<file path="src/rtl/pwm_rgb_pkg.sv">
// Shared definitions for the AXI4-Lite RGB PWM block: register map, CTRL bits,
// response codes, bus FSM states and the address decoder.
package pwm_rgb_pkg;

  localparam logic [11:0] CTRL_OFFS     = 12'h000;
  localparam logic [11:0] PRESCALE_OFFS = 12'h004;
  localparam logic [11:0] STATUS_OFFS   = 12'h008;
  localparam logic [11:0] LED_BASE      = 12'h010;

  localparam int CTRL_EN_BIT  = 0;
  localparam int CTRL_INV_BIT = 1;

  localparam int COL_R = 2;
  localparam int COL_G = 1;
  localparam int COL_B = 0;

  localparam logic [1:0] RESP_OKAY   = 2'b00;
  localparam logic [1:0] RESP_SLVERR = 2'b10;

  typedef enum logic [1:0] {
    ST_IDLE,
    ST_WRESP,
    ST_RDATA
  } axi_state_e;

  typedef enum logic [2:0] {
    SEL_NONE,
    SEL_CTRL,
    SEL_PRESCALE,
    SEL_STATUS,
    SEL_LED
  } reg_sel_e;

  typedef struct packed {
    reg_sel_e   sel;
    logic [2:0] idx;
  } reg_dec_t;

  // Misaligned addresses fall outside the map and answer SLVERR.
  function automatic reg_dec_t decode_addr(input logic [11:0] addr, input int nled);
    reg_dec_t   dec;
    logic [9:0] word;
    logic [9:0] led_word;
    dec.sel  = SEL_NONE;
    dec.idx  = 3'd0;
    word     = addr[11:2];
    led_word = word - LED_BASE[11:2];
    if (addr[1:0] != 2'b00)                dec.sel = SEL_NONE;
    else if (word == CTRL_OFFS[11:2])      dec.sel = SEL_CTRL;
    else if (word == PRESCALE_OFFS[11:2])  dec.sel = SEL_PRESCALE;
    else if (word == STATUS_OFFS[11:2])    dec.sel = SEL_STATUS;
    else if (word >= LED_BASE[11:2] && led_word < 10'(nled)) begin
      dec.sel = SEL_LED;
      dec.idx = led_word[2:0];
    end
    return dec;
  endfunction

  function automatic logic [31:0] apply_wstrb(input logic [31:0] old_word,
                                              input logic [31:0] wdata,
                                              input logic [3:0]  wstrb);
    logic [31:0] word;
    word = old_word;
    for (int b = 0; b < 4; b++) begin
      if (wstrb[b]) word[8*b +: 8] = wdata[8*b +: 8];
    end
    return word;
  endfunction

endpackage

</file>
<file path="src/rtl/axi4l_if.sv">
// AXI4-Lite bundle for the 4 KiB ledrgb window: 12-bit address, 32-bit data.
interface axi4l_if;
  logic [11:0] awaddr;
  logic        awvalid;
  logic        awready;
  logic [31:0] wdata;
  logic [3:0]  wstrb;
  logic        wvalid;
  logic        wready;
  logic [1:0]  bresp;
  logic        bvalid;
  logic        bready;
  logic [11:0] araddr;
  logic        arvalid;
  logic        arready;
  logic [31:0] rdata;
  logic [1:0]  rresp;
  logic        rvalid;
  logic        rready;

  modport slave (
    input  awaddr, awvalid, wdata, wstrb, wvalid, bready, araddr, arvalid, rready,
    output awready, wready, bresp, bvalid, arready, rdata, rresp, rvalid
  );

  modport master (
    output awaddr, awvalid, wdata, wstrb, wvalid, bready, araddr, arvalid, rready,
    input  awready, wready, bresp, bvalid, arready, rdata, rresp, rvalid
  );
endinterface

</file>
<file path="src/rtl/pwm_rgb_channel.sv">
// One RGB LED: shadow duties loaded at period boundaries, compared against the
// shared PWM count, registered pin outputs.
module pwm_rgb_channel #(
  parameter int CW = 8
) (
  input  logic               clk,
  input  logic               rst,
  input  logic               en,
  input  logic               inv,
  input  logic               load,
  input  logic [CW-1:0]      cnt,
  input  logic [2:0][CW-1:0] duty,
  output logic [2:0]         rgb
);

  logic [2:0][CW-1:0] shadow;

  // NOTE: shadow duties are plain flops, so they take the async reset like all other state.
  always_ff @(posedge clk or posedge rst) begin
    if (rst) begin
      shadow <= '0;
      rgb    <= '0;
    end else begin
      if (load) shadow <= duty;
      // NOTE: <= makes every flop sample pre-edge values regardless of statement order.
      for (int c = 0; c < 3; c++) begin
        rgb[c] <= inv ^ (en && (cnt < shadow[c]));
      end
    end
  end

endmodule

</file>
<file path="src/rtl/axi4l_pwm_rgb.sv">
// AXI4-Lite slave with per-colour PWM for NLED RGB LEDs: bus FSM, register
// file, prescaler and shared PWM counter; per-LED compare in pwm_rgb_channel.
module axi4l_pwm_rgb
  import pwm_rgb_pkg::*;
#(
  parameter int NLED = 4,
  parameter int CW   = 8,
  parameter int PSW  = 16
) (
  input  logic                 clk,
  input  logic                 rst,
  axi4l_if.slave               axi,
  output logic [NLED-1:0][2:0] ledrgb
);

  axi_state_e state, state_nxt;
  logic       wr_go, rd_go;
  reg_dec_t   wr_dec, rd_dec;

  logic                         ctrl_en, ctrl_inv;
  logic [PSW-1:0]               prescale, pcnt;
  logic [CW-1:0]                cnt;
  logic [NLED-1:0][2:0][CW-1:0] duty;

  logic [31:0] wr_old, wr_new, rd_word;
  logic [31:0] rdata_q;
  logic [1:0]  bresp_q, rresp_q;
  logic        tick, shadow_load;

  assign wr_dec = decode_addr(axi.awaddr, NLED);
  assign rd_dec = decode_addr(axi.araddr, NLED);

  function automatic logic [31:0] read_reg(input reg_dec_t dec);
    logic [31:0] word;
    word = '0;
    case (dec.sel)
      SEL_CTRL: begin
        word[CTRL_EN_BIT]  = ctrl_en;
        word[CTRL_INV_BIT] = ctrl_inv;
      end
      SEL_PRESCALE: word[PSW-1:0] = prescale;
      SEL_STATUS:   word[CW-1:0]  = cnt;
      SEL_LED: begin
        for (int i = 0; i < NLED; i++) begin
          if (dec.idx == 3'(i)) begin
            word[16 +: CW] = duty[i][COL_R];
            word[8 +: CW]  = duty[i][COL_G];
            word[0 +: CW]  = duty[i][COL_B];
          end
        end
      end
      default: word = '0;
    endcase
    return word;
  endfunction

  assign wr_old  = read_reg(wr_dec);
  assign rd_word = read_reg(rd_dec);
  assign wr_new  = apply_wstrb(wr_old, axi.wdata, axi.wstrb);

  always_ff @(posedge clk or posedge rst) begin
    if (rst) state <= ST_IDLE;
    else     state <= state_nxt;
  end

  // NOTE: every output gets a default first, so no branch can leave a latch behind.
  always_comb begin
    state_nxt   = state;
    axi.awready = 1'b0;
    axi.wready  = 1'b0;
    axi.arready = 1'b0;
    axi.bvalid  = 1'b0;
    axi.rvalid  = 1'b0;
    wr_go       = 1'b0;
    rd_go       = 1'b0;
    case (state)
      ST_IDLE: begin
        // A complete write pair outranks a pending read.
        if (axi.awvalid && axi.wvalid) begin
          axi.awready = 1'b1;
          axi.wready  = 1'b1;
          wr_go       = 1'b1;
          state_nxt   = ST_WRESP;
        end else if (axi.arvalid) begin
          axi.arready = 1'b1;
          rd_go       = 1'b1;
          state_nxt   = ST_RDATA;
        end
      end
      ST_WRESP: begin
        axi.bvalid = 1'b1;
        if (axi.bready) state_nxt = ST_IDLE;
      end
      ST_RDATA: begin
        axi.rvalid = 1'b1;
        if (axi.rready) state_nxt = ST_IDLE;
      end
      default: state_nxt = ST_IDLE;
    endcase
  end

  assign axi.bresp = bresp_q;
  assign axi.rresp = rresp_q;
  assign axi.rdata = rdata_q;

  always_ff @(posedge clk or posedge rst) begin
    if (rst) begin
      bresp_q <= RESP_OKAY;
      rresp_q <= RESP_OKAY;
      rdata_q <= '0;
    end else begin
      if (wr_go) bresp_q <= (wr_dec.sel == SEL_NONE) ? RESP_SLVERR : RESP_OKAY;
      if (rd_go) begin
        rdata_q <= rd_word;
        rresp_q <= (rd_dec.sel == SEL_NONE) ? RESP_SLVERR : RESP_OKAY;
      end
    end
  end

  always_ff @(posedge clk or posedge rst) begin
    if (rst) begin
      ctrl_en  <= 1'b0;
      ctrl_inv <= 1'b0;
      prescale <= '0;
      duty     <= '0;
    end else if (wr_go) begin
      case (wr_dec.sel)
        SEL_CTRL: begin
          ctrl_en  <= wr_new[CTRL_EN_BIT];
          ctrl_inv <= wr_new[CTRL_INV_BIT];
        end
        SEL_PRESCALE: prescale <= wr_new[PSW-1:0];
        SEL_LED: begin
          for (int i = 0; i < NLED; i++) begin
            if (wr_dec.idx == 3'(i)) begin
              duty[i][COL_R] <= wr_new[16 +: CW];
              duty[i][COL_G] <= wr_new[8 +: CW];
              duty[i][COL_B] <= wr_new[0 +: CW];
            end
          end
        end
        default: ;
      endcase
    end
  end

  // ">=" also catches PRESCALE lowered below a running pcnt: tick now, restart.
  assign tick        = ctrl_en && (pcnt >= prescale);
  assign shadow_load = !ctrl_en || (tick && (cnt == {CW{1'b1}}));

  always_ff @(posedge clk or posedge rst) begin
    if (rst) begin
      pcnt <= '0;
      cnt  <= '0;
    end else if (!ctrl_en) begin
      pcnt <= '0;
      cnt  <= '0;
    end else if (tick) begin
      pcnt <= '0;
      cnt  <= cnt + CW'(1);
    end else begin
      pcnt <= pcnt + PSW'(1);
    end
  end

  for (genvar i = 0; i < NLED; i++) begin : g_led
    pwm_rgb_channel #(.CW(CW)) u_chan (
      .clk  (clk),
      .rst  (rst),
      .en   (ctrl_en),
      .inv  (ctrl_inv),
      .load (shadow_load),
      .cnt  (cnt),
      .duty (duty[i]),
      .rgb  (ledrgb[i])
    );
  end

endmodule

</file>
<file path="src/flat_wrapper.sv">
// flat-port wrapper written by rule: the top's interface ports become plain ports
module axi4l_pwm_rgb_flat import pwm_rgb_pkg::*;
#(
  parameter int NLED = 4,
  parameter int CW   = 8,
  parameter int PSW  = 16
)
  (clk, rst, ledrgb, axi_awaddr, axi_awvalid, axi_wdata, axi_wstrb, axi_wvalid, axi_bready, axi_araddr, axi_arvalid, axi_rready, axi_awready, axi_wready, axi_bresp, axi_bvalid, axi_arready, axi_rdata, axi_rresp, axi_rvalid);
  axi4l_if axi_i ();
  input  logic clk;
  input  logic rst;
  output logic [NLED-1:0][2:0] ledrgb;
  input wire logic [$bits(axi_i.awaddr)-1:0] axi_awaddr;
  input wire logic [$bits(axi_i.awvalid)-1:0] axi_awvalid;
  input wire logic [$bits(axi_i.wdata)-1:0] axi_wdata;
  input wire logic [$bits(axi_i.wstrb)-1:0] axi_wstrb;
  input wire logic [$bits(axi_i.wvalid)-1:0] axi_wvalid;
  input wire logic [$bits(axi_i.bready)-1:0] axi_bready;
  input wire logic [$bits(axi_i.araddr)-1:0] axi_araddr;
  input wire logic [$bits(axi_i.arvalid)-1:0] axi_arvalid;
  input wire logic [$bits(axi_i.rready)-1:0] axi_rready;
  output wire logic [$bits(axi_i.awready)-1:0] axi_awready;
  output wire logic [$bits(axi_i.wready)-1:0] axi_wready;
  output wire logic [$bits(axi_i.bresp)-1:0] axi_bresp;
  output wire logic [$bits(axi_i.bvalid)-1:0] axi_bvalid;
  output wire logic [$bits(axi_i.arready)-1:0] axi_arready;
  output wire logic [$bits(axi_i.rdata)-1:0] axi_rdata;
  output wire logic [$bits(axi_i.rresp)-1:0] axi_rresp;
  output wire logic [$bits(axi_i.rvalid)-1:0] axi_rvalid;
  assign axi_i.awaddr = axi_awaddr;
  assign axi_i.awvalid = axi_awvalid;
  assign axi_i.wdata = axi_wdata;
  assign axi_i.wstrb = axi_wstrb;
  assign axi_i.wvalid = axi_wvalid;
  assign axi_i.bready = axi_bready;
  assign axi_i.araddr = axi_araddr;
  assign axi_i.arvalid = axi_arvalid;
  assign axi_i.rready = axi_rready;
  assign axi_awready = axi_i.awready;
  assign axi_wready = axi_i.wready;
  assign axi_bresp = axi_i.bresp;
  assign axi_bvalid = axi_i.bvalid;
  assign axi_arready = axi_i.arready;
  assign axi_rdata = axi_i.rdata;
  assign axi_rresp = axi_i.rresp;
  assign axi_rvalid = axi_i.rvalid;
  axi4l_pwm_rgb #(.NLED(NLED), .CW(CW), .PSW(PSW)) u_core (.clk(clk), .rst(rst), .axi(axi_i), .ledrgb(ledrgb));
endmodule
</file>
<file path="config.mk">
export PLATFORM = sky130hd
export DESIGN_NAME = axi4l_pwm_rgb_flat
export DESIGN_NICKNAME = d
export VERILOG_FILES = /design/src/rtl/pwm_rgb_pkg.sv /design/src/rtl/axi4l_if.sv /design/src/rtl/pwm_rgb_channel.sv /design/src/rtl/axi4l_pwm_rgb.sv /design/src/flat_wrapper.sv
export SDC_FILE = /design/constraint.sdc
export NUM_CORES = 1
export LEC_CHECK = 0
export ABC_CLOCK_PERIOD_IN_PS = 17300
export CORE_UTILIZATION = 40
export DETAILED_ROUTE_END_ITERATION = 10
export SLEW_MARGIN = 20
export SYNTH_ARGS = -nofsm -noshare
export SYNTH_HDL_FRONTEND = slang
export SYNTH_SLANG_ARGS = --single-unit
</file>
<file path="constraint.sdc">
create_clock -name clk -period 17.3 [get_ports clk]
set_input_delay 2.595 -clock clk [delete_from_list [all_inputs] [get_ports clk]]
set_output_delay 2.595 -clock clk [all_outputs]
set_load 0.02 [all_outputs]
</file>
Yosys cells after proc, flatten, opt, wreduce, memory -nomap -nowiden --
Index checks and enable logic that the tools add are counted.
Storage, ports and cells: flip-flop bits (word level) 276, input bits 67, output and inout bits 53, word-level logic and storage cells 184
Operators by class: equality and inequality tests 25, bitwise gates (word level) 12, reductions and logical operators 35, muxes and demuxes 54, $lt $le $gt $ge 17, $add $sub $neg 4
Operator list (number):
- $mux W24 | 8
- $lt A8 B8 Y1 | 12
- $mux W8 | 7
- $mux W3 | 16
- $pmux W6 S3 | 2
- $mux W16 | 2
- $eq A3 B2 Y1 const B | 8
- $eq A10 B1 Y1 const B | 2
- $eq A10 B2 Y1 const B | 2
- $ge A10 B3 Y1 const B | 2
- $logic_not A10 Y1 | 2
- $lt A10 B3 Y1 const B | 2
- $sub A10 B3 Y10 const B | 2
- $logic_and A1 B1 Y1 | 17
- $add A16 B1 Y16 const B | 1
- $ge A16 B16 Y1 | 1
- $pmux W8 S2 | 1
- $reduce_and A3 Y1 | 5
- $eq A3 B1 Y1 const B | 4
- $logic_not A3 Y1 | 4
- $mux W2 | 6
- $mux W6 | 2
- $xor A1 B1 Y1 | 12
- $add A8 B1 Y8 const B | 1
- other kinds (15) | 26

Logic depth before layout (Yosys ltp) --
depth in word-level cells 15, depth in mapped cells 11

By module --
Synthesis repeated with hierarchy kept, for this count alone.
Unflattened totals: cells, all modules 1546, area total of the unflattened synthesis 15351.0 um2
By module, submodules not included:
- axi4l_pwm_rgb | cells each 937, times used 1, seq. area each 4154.0 um2, area an instance 8926.1 um2
- pwm_rgb_channel at u_core.g_led[1].u_chan ... | cells each 153, times used 3, seq. area each 675.6 um2, area an instance 1601.5 um2
- pwm_rgb_channel at u_core.g_led[0].u_chan | cells each 150, times used 1, seq. area each 675.6 um2, area an instance 1620.3 um2

Worst setup path before layout --
OpenSTA, ideal clock, no wires.
path type input to output, start input port axi_awvalid, end output port axi_wready, stages on the path 3, arrival 3111 ps, setup slack 11594 ps, path through nand3_1 inv_1 buf_4
On the way: cells in the longest elaborated chain, start to end 3
Ends and longest elaborated chain:
- start, declared | RTL line flat_wrapper.sv:14 | input wire logic [$bits(axi_i.awvalid)-1:0] axi_awvalid;
- $logic_and A1 B1 Y1 | RTL line axi4l_pwm_rgb.sv:79 | if (axi.awvalid && axi.wvalid) begin
- $mux W1 (2 in series)
- end, declared | RTL line flat_wrapper.sv:23 | output wire logic [$bits(axi_i.wready)-1:0] axi_wready;
No other way between the ends.

Final worst setup path --
start input port axi_awvalid, end output port axi_arready
On the way: cells in the longest elaborated chain, start to end 3
Ends and longest elaborated chain:
- $logic_and A1 B1 Y1 | RTL line axi4l_pwm_rgb.sv:79
- $mux W1 | RTL line axi4l_pwm_rgb.sv:79
- $mux W1 | RTL line axi4l_pwm_rgb.sv:76 | case (state)
- end, declared | RTL line flat_wrapper.sv:26 | output wire logic [$bits(axi_i.arready)-1:0] axi_arready;
No other way between the ends.

==> impl_results.html <==
<table>
<tr><th>Metric</th><th>Value</th></tr>
<tr><th colspan="2">Logic synthesis</th></tr>
<tr><td>Most used flip-flop cell after synthesis</td><td>dfrtp_1</td></tr>
<tr><td>Mean cell area of the mapped netlist</td><td>11.0 um2</td></tr>
<tr><td>Share of synthesized flip-flops with an asynchronous set or reset</td><td>100%</td></tr>
<tr><td>Number of cells produced by synthesis</td><td>about 1,400</td></tr>
<tr><td>Flip-flop and latch count after synthesis</td><td>274</td></tr>
<tr><td>Mapped cell area</td><td>15,100 um2</td></tr>
<tr><td>Top cells by area in the synthesized netlist</td><td>dfrtp_1 45%, ha_1 8.4%, mux2_2 5.9%</td></tr>
<tr><td>Count of flip-flops with a built-in enable after synthesis</td><td>0</td></tr>
<tr><td>Synth top area share</td><td>45.3%</td></tr>
<tr><td>Number of different library cells in the post-synthesis netlist</td><td>63</td></tr>
<tr><td>Total of warnings raised by yosys</td><td>0</td></tr>
<tr><td>Library cell with the largest summed area after synthesis</td><td>dfrtp_1</td></tr>
<tr><td>Portion of the post-synthesis area used by sequential elements</td><td>45.3%</td></tr>
<tr><th colspan="2">Clock tree</th></tr>
<tr><td>Deepest level of the CTS H-tree</td><td>1</td></tr>
<tr><td>Hold buffer count at CTS</td><td>0</td></tr>
<tr><td>TritonCTS clock tree</td><td>yes</td></tr>
<tr><td>Post-CTS sizing</td><td>0</td></tr>
<tr><td>Worst-path clk slew</td><td>60 ps</td></tr>
<tr><td>CTS buffer count</td><td>30</td></tr>
<tr><td>Max clock buf depth</td><td>3</td></tr>
<tr><td>CTS Root Cell</td><td>clkbuf_16</td></tr>
<tr><td>Latest clock arrival within the worst-skew pair</td><td>570 ps</td></tr>
<tr><td>Number of setup buffers added after CTS</td><td>0</td></tr>
<tr><td>Number of sinks driven by the clock tree</td><td>274</td></tr>
<tr><th colspan="2">Global routing</th></tr>
<tr><td>Via count of the first global-routing pass</td><td>11,163</td></tr>
<tr><td>First-pass GRT wire length</td><td>65,400 um</td></tr>
<tr><td>All-Layer GR Usage</td><td>22.2%</td></tr>
<tr><td>Largest net degree at the start of global routing</td><td>between 100 and 150</td></tr>
<tr><td>Final global-route overflow total</td><td>0</td></tr>
<tr><td>Number of antenna violations at the first check in global routing</td><td>0</td></tr>
<tr><th colspan="2">Timing</th></tr>
<tr><td>Top achievable clock speed</td><td>136 MHz</td></tr>
<tr><td>Final setup fails</td><td>0</td></tr>
<tr><td>Min Hold Slack</td><td>474 ps</td></tr>
<tr><td>Setup repair after global routing missed its margin</td><td>false</td></tr>
<tr><td>Setup clock skew after layout</td><td>11.9 ps</td></tr>
<tr><td>Worst Max-Slew Pin Slew</td><td>about 1200 ps</td></tr>
<tr><td>Max transition margin</td><td>18.2%</td></tr>
<tr><td>Share of the clock period used by the worst path</td><td>roughly 43%</td></tr>
<tr><td>Fin crit period</td><td>7380 ps</td></tr>
<tr><td>Final Slew Violations</td><td>0</td></tr>
<tr><td>Final Hold Fails</td><td>0</td></tr>
<tr><td>Total Negative Setup Slacks</td><td>0 ps</td></tr>
<tr><th colspan="2">Cells and area</th></tr>
<tr><td>Antenna Cells</td><td>0</td></tr>
<tr><td>Count of non-filler cells in the finished layout</td><td>just under 2,000</td></tr>
<tr><td>Filler instances</td><td>3,445</td></tr>
<tr><td>Post-Layout Inst Area</td><td>17,500 um2</td></tr>
<tr><td>Area added between synthesis and finish</td><td>15.3%</td></tr>
<tr><td>Layout cell share with drive strength beyond 1</td><td>15.7%</td></tr>
<tr><td>Net count of the finished layout</td><td>1,630</td></tr>
<tr><th colspan="2">Power and ir drop</th></tr>
<tr><td>Register share of total power</td><td>39.1%</td></tr>
<tr><td>Power per standard cell area</td><td>104 nW/um2</td></tr>
<tr><td>Logic pwr share</td><td>between 20% and 30%</td></tr>
<tr><td>Pint</td><td>1.24 mW</td></tr>
<tr><td>Static Leak</td><td>7.55 nW</td></tr>
<tr><td>PnR Total Power</td><td>1.81 mW</td></tr>
<tr><td>Clk network pwr share</td><td>35.1%</td></tr>
<tr><td>Net load switching power</td><td>0.564 mW</td></tr>
<tr><td>Net switching share of the total power</td><td>31.2%</td></tr>
<tr><td>Maximum resistive drop on vdd</td><td>roughly 0.075 mV</td></tr>
<tr><th colspan="2">Routing</th></tr>
<tr><td>Detailed-route DRC error count</td><td>0</td></tr>
<tr><td>Via count of the routed design</td><td>10,773</td></tr>
<tr><td>DR iter-0 viols</td><td>566</td></tr>
<tr><td>Post-route ant nets</td><td>0</td></tr>
<tr><td>Post-Route WL</td><td>41,500 um</td></tr>
<tr><td>Routed WL per cell</td><td>20.9 um</td></tr>
<tr><td>Total iterations of the first detailed-routing run</td><td>7</td></tr>
<tr><td>Drt via density</td><td>about 5.4</td></tr>
<tr><th colspan="2">Floorplanning</th></tr>
<tr><td>Die width</td><td>~200 um</td></tr>
<tr><td>Starting Density</td><td>about two fifths</td></tr>
<tr><td>Row Count</td><td>70</td></tr>
<tr><td>Core ar.</td><td>37,000 um2</td></tr>
<tr><td>Area of the die</td><td>a little under 40,000 um2</td></tr>
<tr><td>Count of boundary I/O pins</td><td>120</td></tr>
<tr><td>Die height</td><td>197 um</td></tr>
<tr><th colspan="2">Critical path</th></tr>
<tr><td>CP Data Required Time</td><td>approximately 15,000 ps</td></tr>
<tr><td>Critical path type</td><td>in2out</td></tr>
<tr><td>Depth of the most critical reg-to-reg path</td><td>9</td></tr>
<tr><td>Critical path startpoint</td><td>axi_awvalid</td></tr>
<tr><td>Setup slack on the worst flop-to-flop path</td><td>roughly 13,000 ps</td></tr>
<tr><td>Endpoint of the lowest-slack register-to-register path</td><td>u_core.g_led[3].u_chan.shadow[20]</td></tr>
<tr><td>Critical path data arrival time</td><td>around 4800 ps</td></tr>
<tr><td>Sort of element at the start of the critical path</td><td>input port</td></tr>
<tr><td>Reg-to-reg critical path startpoint</td><td>u_core.prescale[11]</td></tr>
<tr><td>Max Fanout on Critical Path</td><td>52</td></tr>
<tr><td>End of the critical path</td><td>axi_arready</td></tr>
<tr><td>Most numerous cell on the critical path</td><td>clkdlybuf4s50_1</td></tr>
<tr><td>Delay of the slowest cell on the worst path</td><td>730 ps</td></tr>
<tr><td>Chain of cells forming the critical path</td><td>clkdlybuf4s50_1 &gt; nand2_1 &gt; nand3_2 &gt; inv_1 &gt; clkdlybuf4s50_1</td></tr>
<tr><td>Kind of capture point of the worst setup path</td><td>primary output</td></tr>
<tr><td>Critical-path cell with the highest stage delay</td><td>nand3_2</td></tr>
<tr><th colspan="2">Place</th></tr>
<tr><td>HPWL after detailed placement</td><td>between 20,000 and 30,000 um</td></tr>
<tr><td>Number of I/O port buffers</td><td>100</td></tr>
<tr><td>Total placed instance area</td><td>16,500 um2</td></tr>
<tr><td>Number of placed cells counting well taps</td><td>a little under 2,000</td></tr>
<tr><td>Final estimated routing congestion in global placement</td><td>0.806</td></tr>
<tr><th colspan="2">Worst hold path</th></tr>
<tr><td>HP Class</td><td>reg2reg</td></tr>
<tr><td>Hold-critical path depth</td><td>2</td></tr>
<tr><th colspan="2">Flow run</th></tr>
<tr><td>Max Cap Viol</td><td>0</td></tr>
<tr><th colspan="2">Outcome</th></tr>
<tr><td>Status</td><td>complete, no violations</td></tr>
</table>
metrics by stage:
| step | worst slack, ps | utilization [%] |
|---|---|---|
| after detailed placement | 9930 | 44.6 |
| after CTS | 9910 | 47.2 |
| after floorplan | 7150 | - |
| final | 9920 | 47.2 |
| after global routing | 9780 | 47.2 |
| after global placement | 9930 | 44.6 |
power by group through the flow:
| stage | Sequential (mW) | Clock (mW) | Combinational, mW |
|---|---|---|---|
| global route | 0.711 | 0.676 | 0.529 |
| detailed placement | 0.720 | 0 | 0.468 |
| global placement | 0.719 | 0 | 0.457 |
| CTS | 0.708 | 0.648 | 0.472 |
| finish | 0.708 | 0.635 | 0.465 |
| floorplan | 0.732 | 0 | 0.273 |
worst min-delay path by stage:
stage	start	end
after global routing	u_core.axi.rdata[17]	u_core.axi.rdata[17]
final	u_core.axi.rdata[0]	u_core.axi.rdata[0]
after CTS	u_core.axi.rdata[0]	u_core.axi.rdata[0]
after detailed placement	u_core.axi.rdata[19]	u_core.axi.rdata[19]
after global placement	u_core.axi.rresp[1]	u_core.axi.rresp[1]
after floorplan	u_core.pcnt[0]	u_core.pcnt[0]
placed cells by master, fill, tap and decap left out, types with 7 or more instances in the layout:
cell	count
nor2_1	47
nand2b_1	22
a211oi_1	32
nand2_1	149
buf_4	16
a21oi_1	29
clkbuf_1	7
a22oi_1	17
dfrtp_1	274
o31ai_1	8
a21o_1	19
mux2_2	80
a221oi_1	10
clkbuf_16	31
clkdlybuf4s50_1	97
nor2b_1	10
o21a_1	13
mux2_4	40
inv_1	114
and3_1	9
o21ai_0	126
conb_1	10
mux2i_1	29
o2111ai_1	9
mux4_2	31
nand3_1	21
clkbuf_8	7
ha_1	102
xnor2_1	22
xor2_1	8
critical path: cells and delay by family:
family                 cells  cell delay (ps)
buffers and inverters      3             1350
AND/OR/NAND/NOR            2              810
sequential cells by signal (all words and copies together), names as in the netlist, 2 cells and up:
signal and flops:
u_core.duty 96, u_core.g_led.u_chan.shadow 96, u_core.axi.rdata 24, u_core.pcnt 16
u_core.prescale 16, u_core.g_led.u_chan.rgb 12, u_core.cnt 8, u_core.state 2
routing by layer:
layer	GRT usage, %	up-vias	share of wire [%]
li1	-	5053	-
met1	28.0	5387	42
met2	38.8	248	50
met3	2.86	85	4.1
met4	8.68	0	3.9
met5	0	-	0
synthesized netlist by cell type, types with 3 or more instances:
cell type,count
a211oi_1,32
nand3b_1,6
buf_1,4
a22oi_1,17
nand4_1,3
mux4_2,31
buf_12,5
nand2_1,152
buf_2,10
and2_1,3
a31oi_1,6
and2_0,4
ha_1,102
xnor2_1,22
mux2i_1,29
o21ai_0,126
o31ai_1,8
buf_4,17
mux2_2,80
a21o_1,19
clkbuf_1,41
a21oi_1,29
a221oi_1,10
nor2_1,47
xor2_1,8
nor2b_1,10
mux2_4,40
o2111ai_1,9
a221o_1,4
dfrtp_1,274
and3_1,9
nor3_1,4
o211ai_1,6
nand3_1,22
a211o_1,6
inv_1,115
o21a_1,13
o221ai_1,6
nand2b_1,22
logic make-up after synthesis:
logic type      synth area share (%)
xor+xnor                        1.74
simple gates                    9.07
other cells                   0.0248
buf+inv                         5.88
flops                           45.3
fa+ha+maj                       8.43
mux                             16.4
compound gates                  13.1
area by class of cell:
class / instances / area [um2] / area share [%]
clock buffer: 45 / 898 / 5.15
clock inverter: 8 / 68.8 / 0.394
inverter: 115 / 444 / 2.54
multi-input combinational: 924 / 7450 / 42.7
sequential: 274 / 6860 / 39.3
tap: 504 / 631 / 3.61
timing repair buffer: 116 / 1110 / 6.34
(Power assumes the default switching activity.)
